## src/rtl/vertexinput_axil_frontend.sv

```systemverilog
// AXI4-Lite slave front-end for the vertexinput register slices: buffers AW/W/AR,
// decodes the word index, strobes one slice per transaction and returns B/R responses.
module vertexinput_axil_frontend #(
  parameter int DATA_WIDTH = 32,
  parameter int ADDR_WIDTH = 12,
  parameter int NUM_REGS   = 8
) (
  input  logic                           clk,
  input  logic                           rst,
  input  logic [ADDR_WIDTH-1:0]          s_axil_awaddr,
  input  logic                           s_axil_awvalid,
  output logic                           s_axil_awready,
  input  logic [DATA_WIDTH-1:0]          s_axil_wdata,
  input  logic [DATA_WIDTH/8-1:0]        s_axil_wstrb,
  input  logic                           s_axil_wvalid,
  output logic                           s_axil_wready,
  output logic [1:0]                     s_axil_bresp,
  output logic                           s_axil_bvalid,
  input  logic                           s_axil_bready,
  input  logic [ADDR_WIDTH-1:0]          s_axil_araddr,
  input  logic                           s_axil_arvalid,
  output logic                           s_axil_arready,
  output logic [DATA_WIDTH-1:0]          s_axil_rdata,
  output logic [1:0]                     s_axil_rresp,
  output logic                           s_axil_rvalid,
  input  logic                           s_axil_rready,
  output logic [NUM_REGS-1:0]            mem_w_req,
  output logic [DATA_WIDTH-1:0]          mem_w_data,
  output logic [NUM_REGS-1:0]            mem_r_req,
  input  logic [NUM_REGS*DATA_WIDTH-1:0] mem_r_data_local
);

  localparam int IDX_W  = ADDR_WIDTH - 2;
  localparam int STRB_W = DATA_WIDTH / 8;
  localparam logic [1:0] RESP_OKAY   = 2'b00;
  localparam logic [1:0] RESP_SLVERR = 2'b10;
  localparam logic [1:0] RESP_DECERR = 2'b11;

  typedef enum logic [2:0] {IDLE, WR_REQ, WR_RESP, RD_REQ, RD_WAIT, RD_RESP} state_t;

  state_t                state_q, state_d;
  logic                  aw_full_q, aw_full_d;
  logic [IDX_W-1:0]      aw_idx_q, aw_idx_d;
  logic                  w_full_q, w_full_d;
  logic [DATA_WIDTH-1:0] w_data_q, w_data_d;
  logic [STRB_W-1:0]     w_strb_q, w_strb_d;
  logic                  ar_full_q, ar_full_d;
  logic [IDX_W-1:0]      ar_idx_q, ar_idx_d;
  logic [IDX_W-1:0]      idx_q, idx_d;
  logic [1:0]            resp_q, resp_d;
  logic                  last_wr_q, last_wr_d;
  logic [DATA_WIDTH-1:0] mem_w_data_q, mem_w_data_d;
  logic [DATA_WIDTH-1:0] rdata_q, rdata_d;
  logic [1:0]            bresp_q, bresp_d;
  logic [1:0]            rresp_q, rresp_d;
  logic [DATA_WIDTH-1:0] slice_data;
  logic                  grant_wr, grant_rd;
  logic                  unused_addr_bits;

  // Byte-lane bits never take part in decode.
  assign unused_addr_bits = ^{s_axil_awaddr[1:0], s_axil_araddr[1:0]};

  function automatic logic out_of_range(input logic [IDX_W-1:0] idx);
    return int'(idx) >= NUM_REGS;
  endfunction

  always_comb begin
    slice_data = '0;
    for (int i = 0; i < NUM_REGS; i++) begin
      if (idx_q == IDX_W'(i)) slice_data = mem_r_data_local[i*DATA_WIDTH +: DATA_WIDTH];
    end
  end

  always_comb begin
    state_d      = state_q;
    aw_full_d    = aw_full_q;
    aw_idx_d     = aw_idx_q;
    w_full_d     = w_full_q;
    w_data_d     = w_data_q;
    w_strb_d     = w_strb_q;
    ar_full_d    = ar_full_q;
    ar_idx_d     = ar_idx_q;
    idx_d        = idx_q;
    resp_d       = resp_q;
    last_wr_d    = last_wr_q;
    mem_w_data_d = mem_w_data_q;
    rdata_d      = rdata_q;
    bresp_d      = bresp_q;
    rresp_d      = rresp_q;
    grant_wr     = 1'b0;
    grant_rd     = 1'b0;

    if (s_axil_awvalid && !aw_full_q) begin
      aw_full_d = 1'b1;
      aw_idx_d  = s_axil_awaddr[ADDR_WIDTH-1:2];
    end
    if (s_axil_wvalid && !w_full_q) begin
      w_full_d = 1'b1;
      w_data_d = s_axil_wdata;
      w_strb_d = s_axil_wstrb;
    end
    if (s_axil_arvalid && !ar_full_q) begin
      ar_full_d = 1'b1;
      ar_idx_d  = s_axil_araddr[ADDR_WIDTH-1:2];
    end

    case (state_q)
      IDLE: begin
        // On a write/read conflict, grant the type that did not win last time.
        if (aw_full_q && w_full_q && (!ar_full_q || !last_wr_q)) grant_wr = 1'b1;
        else if (ar_full_q) grant_rd = 1'b1;
        if (grant_wr) begin
          mem_w_data_d = w_data_q;
          idx_d        = aw_idx_q;
          last_wr_d    = 1'b1;
          if (out_of_range(aw_idx_q)) resp_d = RESP_DECERR;
          else if (w_strb_q != '1)    resp_d = RESP_SLVERR;
          else                        resp_d = RESP_OKAY;
          state_d = WR_REQ;
        end else if (grant_rd) begin
          idx_d     = ar_idx_q;
          last_wr_d = 1'b0;
          resp_d    = out_of_range(ar_idx_q) ? RESP_DECERR : RESP_OKAY;
          state_d   = RD_REQ;
        end
      end
      WR_REQ: begin
        aw_full_d = 1'b0;
        w_full_d  = 1'b0;
        bresp_d   = resp_q;
        state_d   = WR_RESP;
      end
      WR_RESP: if (s_axil_bready) state_d = IDLE;
      RD_REQ: begin
        ar_full_d = 1'b0;
        state_d   = RD_WAIT;
      end
      RD_WAIT: begin
        rdata_d = slice_data;
        rresp_d = resp_q;
        state_d = RD_RESP;
      end
      RD_RESP: if (s_axil_rready) state_d = IDLE;
      default: state_d = IDLE;
    endcase
  end

  always_ff @(posedge clk or posedge rst) begin
    if (rst) begin
      state_q      <= IDLE;
      aw_full_q    <= 1'b0;
      aw_idx_q     <= '0;
      w_full_q     <= 1'b0;
      w_data_q     <= '0;
      w_strb_q     <= '0;
      ar_full_q    <= 1'b0;
      ar_idx_q     <= '0;
      idx_q        <= '0;
      resp_q       <= RESP_OKAY;
      last_wr_q    <= 1'b0;
      mem_w_data_q <= '0;
      rdata_q      <= '0;
      bresp_q      <= RESP_OKAY;
      rresp_q      <= RESP_OKAY;
    end else begin
      state_q      <= state_d;
      aw_full_q    <= aw_full_d;
      aw_idx_q     <= aw_idx_d;
      w_full_q     <= w_full_d;
      w_data_q     <= w_data_d;
      w_strb_q     <= w_strb_d;
      ar_full_q    <= ar_full_d;
      ar_idx_q     <= ar_idx_d;
      idx_q        <= idx_d;
      resp_q       <= resp_d;
      last_wr_q    <= last_wr_d;
      mem_w_data_q <= mem_w_data_d;
      rdata_q      <= rdata_d;
      bresp_q      <= bresp_d;
      rresp_q      <= rresp_d;
    end
  end

  // Strobes decode straight from state so a reset removes them immediately.
  always_comb begin
    mem_w_req = '0;
    mem_r_req = '0;
    for (int i = 0; i < NUM_REGS; i++) begin
      mem_w_req[i] = (state_q == WR_REQ) && (resp_q == RESP_OKAY) && (idx_q == IDX_W'(i));
      mem_r_req[i] = (state_q == RD_REQ) && (idx_q == IDX_W'(i));
    end
  end

  assign s_axil_awready = !aw_full_q;
  assign s_axil_wready  = !w_full_q;
  assign s_axil_arready = !ar_full_q;
  assign s_axil_bvalid  = (state_q == WR_RESP);
  assign s_axil_bresp   = bresp_q;
  assign s_axil_rvalid  = (state_q == RD_RESP);
  assign s_axil_rdata   = rdata_q;
  assign s_axil_rresp   = rresp_q;
  assign mem_w_data     = mem_w_data_q;

endmodule

```

## config.mk

```make
export PLATFORM = sky130hd
export DESIGN_NAME = vertexinput_axil_frontend
export DESIGN_NICKNAME = d
export VERILOG_FILES = /design/src/rtl/vertexinput_axil_frontend.sv
export SDC_FILE = /design/constraint.sdc
export NUM_CORES = 1
export LEC_CHECK = 0
export CAP_MARGIN = 5
export CORE_AREA = 2 2 161 163
export DETAILED_ROUTE_END_ITERATION = 7
export DIE_AREA = 0 0 163 165
export DONT_BUFFER_PORTS = 1
export PLACE_DENSITY = 0.42
export SLEW_MARGIN = 20
export SYNTH_ARGS = -nofsm -noshare
export SYNTH_HDL_FRONTEND = slang
export SYNTH_SLANG_ARGS = --single-unit
```

## constraint.sdc

```tcl
create_clock -name clk -period 10.4 [get_ports clk]
set_input_delay 3.12 -clock clk [delete_from_list [all_inputs] [get_ports clk]]
set_output_delay 3.12 -clock clk [all_outputs]
set_load 0.05 [all_outputs]
```

==> results.sh, run 1 <==
export IMPL_status="finished clean"
export IMPL_ys_flop_type="dfrtp_1"
export IMPL_wl_per_cell_microns=26.31
export IMPL_dieWidth_microns=163
export IMPL_syn2layout_area_growth_pct=12.43
export IMPL_track_usage=0.1966
export IMPL_tightestPinTransition_ns=1.072
export IMPL_gp_congestion=0.8058
export IMPL_h_tree_depth=4
export IMPL_root_buffer="clkbuf_16"
export IMPL_fin_util=0.3502
export IMPL_drv_cap=0
export IMPL_pwr_density_cell_nw_per_um2=361.4
export IMPL_instances_no_fill=1039
export IMPL_portBuffers=0
export IMPL_yosys_area_top_type="dfrtp_1"
export IMPL_r2r_start="idx_q[2]"
export IMPL_cts_tree="yes"
export IMPL_dp_hpwl_microns=20520
export IMPL_antenna_left=0
export IMPL_ff2ff_setup_slack_ns=7.55
export IMPL_synth_avg_cell_area_sq_um=10.89
export IMPL_postCtsResizedCells=0
export IMPL_fmax_mhz=147.5
export IMPL_grt_overflow_total=0
export IMPL_setup_ws_ns=3.622
export IMPL_cp_start_kind="flip-flop"
export IMPL_worstHoldPathType="reg2reg"
export IMPL_numCtsBuffers=17
export IMPL_critPathMaxStageDelay_ns=0.96
export IMPL_drive_gt1_frac=0.3105
export IMPL_avgViaCountPerCell=5.670
export IMPL_start_util=0.3115
export IMPL_drc=0
export IMPL_worst_path_stages=3
export IMPL_fin_setup_tns_ns=0
export IMPL_power_leakage_nw=3.282
export IMPL_yosysSeqAreaShare=0.4588
export IMPL_dp_cells=1000
export IMPL_syn_area_sq_um=7799
export IMPL_drv_slew=0
export IMPL_setup_violations=0
export IMPL_place_area_sq_um=8143
export IMPL_antenna_found_initial=12
export IMPL_syn_num_nets=1039
export IMPL_synth_seq_cells=143
export IMPL_syn_inst=716
export IMPL_slew_headroom=0.2852
export IMPL_critPathArrivalTime_ns=3.66
export IMPL_yosysWarnings=0
export IMPL_ys_types=42
export IMPL_yosysMostFrequentCell="dfrtp_1"
export IMPL_ir_worst_vdd_mv=0.1415
export IMPL_cpMaxStageDelayCell="nor2_1"
export IMPL_dr_pass1_iters=4
export IMPL_synth_edff_count=0
export IMPL_grt_max_degree=77
export IMPL_cp_cell_sequence="or4b_1, or3_2, nor2_1"
export IMPL_crit_path_start="idx_q[2]"
export IMPL_timing_rr_end="s_axil_rdata[27]"
export IMPL_first_iter_violations=294
export IMPL_ys_top_cells_by_count="dfrtp_1, mux2_2, o21ai_0"
export IMPL_wl_microns=27340
export IMPL_end_kind="output pin"
export IMPL_vias=5891
export IMPL_num_io_pins=412
export IMPL_grt_pass1_wl_microns=38810
export IMPL_post_cts_buffers=0
export IMPL_fin_crit_sh=0.6517
export IMPL_rsz0062_at_grt="no"
export IMPL_hold_violations=0
export IMPL_core_sq_um=25040
export IMPL_cts_max_path_buffers=2
export IMPL_numClockSinks=143
export IMPL_r2r_worst_path_cells=4
export IMPL_layout_nets=1012
export IMPL_whs_ns=0.4920
export IMPL_path_delay_family="simple AND/OR/NAND/NOR gates"
export IMPL_synthArstFlopShare=1.000
export IMPL_synth_area_leaders="dfrtp_1, mux2_2, mux2i_1"
export IMPL_grt_pass1_vias=6018
export IMPL_holdBufCountCts=0
export IMPL_post_route_min_period_ns=6.778
export IMPL_dieArea_sq_um=26900
export IMPL_skew_ns=0.01201
export IMPL_synthDominantCellAreaShare=0.4588
export IMPL_endpoint="mem_w_req[7]"
export IMPL_die_height_microns=165
export IMPL_post_place_ws_ns=4.031
export IMPL_path_clk_slew_ns=0.08
export IMPL_path_buf_inv=0
export IMPL_worst_ep_required_time_ns=7.28
export IMPL_critPathMaxFanout=33
export IMPL_critPathKind="reg2out"
export IMPL_clkLatencyLatePin_ns=0.42
export IMPL_rows=58
export IMPL_p_total_mw=3.169
export IMPL_final_cell_area_sq_um=8768
-- logic make-up (layout without fill, tap and decap cells) --
logic type | Yosys count | in the layout | share of synthesized area
muxes | 163 | 163 | 0.2301
AOI/OAI and AO/OA | 186 | 186 | 0.1596
DFF | 143 | 143 | 0.4588
and+or+nand+nor | 152 | 152 | 0.1105
other | 0 | 7 | 0
buffers and inverters | 72 | 58 | 0.04091
-- worst min-delay path, delay by kind of cell (launching register included) --
family / cells / cell delay (ns)
simple gates: 1 / 0.05
compound gates: 1 / 0.06
flops: 1 / 0.35
-- cell type report --
type / count / area [sq um]
multi-input combinational: 501 / 3975
timing repair buffer: 19 / 142.6
fill: 2553 / 16270
clock buffer: 17 / 425.4
clock inverter: 15 / 180.2
antenna: 7 / 17.52
sequential: 143 / 3583
inverter: 7 / 31.28
tap: 330 / 412.9
-- layout by cell type, fill, tap and decap left out, types with 29 or more instances in the layout --
master,synthesis,layout
a211oi_1,29,29
dfrtp_1,143,141
mux2_2,120,120
mux2i_1,42,42
nand2_1,34,32
nor2_1,44,44
nor3_2,29,29
o211ai_1,29,29
o21ai_0,76,76
o221ai_1,30,30
-- flip-flops by register name, indices dropped and copies added, names as in the netlist --
name	flops
resp_q	2
mem_w_data	32
aw_idx_q	10
w_data_q	32
s_axil_rresp	2
s_axil_rdata	32
state_q	3
last_wr_q	1
ar_full_q	1
aw_full_q	1
idx_q	10
ar_idx_q	10
w_strb_q	4
w_full_q	1
s_axil_bresp	2
-- worst min-delay path by stage --
stage	startpoint	end	slack (ns)	cells past startpoint
4_1_cts	idx_q[9]	idx_q[9]	0.50	2
2_1_floorplan	idx_q[3]	idx_q[3]	0.46	2
3_5_place_dp	idx_q[9]	idx_q[9]	0.49	2
5_1_grt	w_data_q[1]	w_data_q[1]	0.52	1
6_report	idx_q[9]	idx_q[9]	0.49	2
3_3_place_gp	idx_q[8]	idx_q[8]	0.48	2
-- power breakdown --
group | internal, mW | switching (mW)
Sequential | 0.830 | 0.732
Combinational | 0.463 | 0.518
Clock | 0.328 | 0.298
Total | 1.62 | 1.55
-- metal layers --
metal	share of wire	wire length [microns]	global-route usage	vias to the layer above
met5	0.0015	40	0	-
met4	0.023	623	0.06959	6
met2	0.50	13570	0.3243	257
li1	-	-	-	2635
met3	0.11	3087	0.09518	37
met1	0.37	10020	0.2219	2956
No activity file was read; power rests on OpenSTA's default activity.
==> inputs of run 2 (changes only) <==
==> constraint.sdc (replaced) <==
create_clock -name clk -period 7.1 [get_ports clk]
set_input_delay 2.13 -clock clk [delete_from_list [all_inputs] [get_ports clk]]
set_output_delay 2.13 -clock clk [all_outputs]
set_load 0.05 [all_outputs]
==> run 2 against run 1 <==
  * Sequential cell count did not move
  * Sequential share of layout area barely moved
  * Worst setup slack got worse by 2.3 ns
  * Clock power rose by 47%
  * Routed wire length rose by 0.57%
  * Global-route usage rose by 0.071 points
  * Via count fell by 0.85%
  * Non-clock buffer count did not move
  * First-iteration DRC count rose by 2.7%
  * Cell area barely moved
  * Largest cell class unchanged
  * Highest routed layer unchanged
==> results.sh, run 2 (synthesized netlist as in run 1, its figures left out) <==
export IMPL_fin_crit_sh=0.8194
export IMPL_instances_no_fill=1035
export IMPL_post_route_min_period_ns=5.818
export IMPL_path_clk_slew_ns=0.08
export IMPL_seq_power_share=0.492
export IMPL_post_cts_buffers=0
export IMPL_drv_slew=0
export IMPL_end_kind="output pin"
export IMPL_dp_hpwl_microns=20500
export IMPL_avgViaCountPerCell=5.643
export IMPL_final_common_cell="dfrtp_1"
export IMPL_grt_overflow_total=0
export IMPL_die_height_microns=165
export IMPL_critPathKind="reg2out"
export IMPL_cp_start_kind="flip-flop"
export IMPL_post_place_ws_ns=1.737
export IMPL_layout_nets=1012
export IMPL_h_tree_depth=4
export IMPL_cts_max_path_buffers=2
export IMPL_cts_tree="yes"
export IMPL_rsz0062_at_grt="no"
export IMPL_setup_violations=0
export IMPL_dp_cells=1000
export IMPL_numCtsBuffers=17
export IMPL_dieArea_sq_um=26900
export IMPL_portBuffers=0
export IMPL_num_io_pins=412
export IMPL_grt_pass1_wl_microns=39250
export IMPL_setup_ws_ns=1.282
export IMPL_ir_worst_vdd_mv=0.1930
export IMPL_final_cell_mix="dfrtp_1, mux2_2, o21ai_0"
export IMPL_hold_violations=0
export IMPL_first_iter_violations=302
export IMPL_core_sq_um=25040
export IMPL_dieWidth_microns=163
export IMPL_drive_gt1_frac=0.3105
export IMPL_tightestPinTransition_ns=1.104
export IMPL_clockPowerShare=0.198
export IMPL_slew_headroom=0.2637
export IMPL_grt_max_degree=85
export IMPL_drc=0
export IMPL_fin_setup_tns_ns=0
export IMPL_skew_ns=0.01371
export IMPL_rows=58
export IMPL_worstHoldPathType="reg2reg"
export IMPL_critPathMaxFanout=33
export IMPL_start_util=0.3115
export IMPL_pwr_share_comb=0.310
export IMPL_antenna_found_initial=9
export IMPL_pwr_density_cell_nw_per_um2=531.1
export IMPL_holdBufCountCts=0
export IMPL_grt_pass1_vias=6014
export IMPL_status="finished clean"
export IMPL_wl_per_cell_microns=26.56
export IMPL_wl_microns=27490
export IMPL_syn2layout_area_growth_pct=12.34
export IMPL_fill_cells=2532
export IMPL_ff2ff_setup_slack_ns=4.23
export IMPL_p_sw_frac=0.4895
export IMPL_worst_ep_required_time_ns=4.97
export IMPL_vias=5841
export IMPL_multi_input_area_sq_um=3975
export IMPL_whs_ns=0.4990
export IMPL_root_buffer="clkbuf_16"
export IMPL_track_usage=0.1973
export IMPL_critPathArrivalTime_ns=3.69
export IMPL_intPower_mw=2.375
export IMPL_numClockSinks=143
export IMPL_gp_congestion=0.8272
export IMPL_power_leakage_nw=3.281
export IMPL_dr_pass1_iters=5
export IMPL_drv_cap=0
export IMPL_clkLatencyLatePin_ns=0.42
export IMPL_register_area_sq_um=3583
export IMPL_fmax_mhz=171.9
export IMPL_antenna_left=0
export IMPL_p_sw_mw=2.278
export IMPL_postCtsResizedCells=0
run 2: changes by cell type in the layout (fill, tap and decap cells not counted), sizes merged:
cell | previous run | this run
diode | 7 | 3
clkinv | 4 | 5
inv | 17 | 16
run 2: layout make-up:
cell class	count	share of cell area
multi-input combinational	501	0.4537
sequential	143	0.4090
clock buffer	17	0.04856
tap	330	0.04713
clock inverter	15	0.02085
timing repair buffer	19	0.01628
inverter	7	0.003570
antenna	3	0.0008569
run 2: through the flow:
step | power (mW) | area [sq um] | utilization
after CTS | 4.719 | 8751 | 0.3495
final | 4.653 | 8761 | 0.3499
after floorplan | 3.343 | 7799 | -
after detailed placement | 3.777 | 8143 | 0.3252
after global placement | 3.713 | 8143 | 0.3252
after global routing | 4.950 | 8758 | 0.3498
run 2: worst paths after layout:
path / startpoint / end / depth (start not counted)
worst min-delay path: idx_q[9] / idx_q[9] / 2
min in group asynchronous: rst / s_axil_rdata[22] / 1
max in group asynchronous: rst / idx_q[1] / 2
worst max register to register: idx_q[2] / s_axil_rdata[27] / 4
worst max-delay path: idx_q[2] / mem_w_req[7] / 3
worst min register to register: idx_q[9] / idx_q[9] / 2
run 2: power groups by stage:
| stage | logic [mW] | clock network, mW | registers (mW) |
|---|---|---|---|
| global placement | 1.42 | 0 | 2.30 |
| floorplan | 1.25 | 0 | 2.10 |
| CTS | 1.46 | 0.954 | 2.30 |
| detailed placement | 1.46 | 0 | 2.32 |
| finish | 1.44 | 0.923 | 2.29 |
| global route | 1.60 | 0.996 | 2.35 |
run 2: critical path: stages (launching register included):
cell	delay [ns]
dfrtp_1	0.73
or4b_1	0.60
or3_2	0.95
nor2_1	0.98
run 2: routing by layer:
metal / routed length, microns / track usage / vias up / share of wire
li1: - / - / 2633 / -
met1: 10260 / 0.2231 / 2882 / 0.37
met2: 13610 / 0.3295 / 278 / 0.49
met3: 2938 / 0.09242 / 40 / 0.11
met4: 634 / 0.06516 / 8 / 0.023
met5: 51 / 0 / - / 0.0019
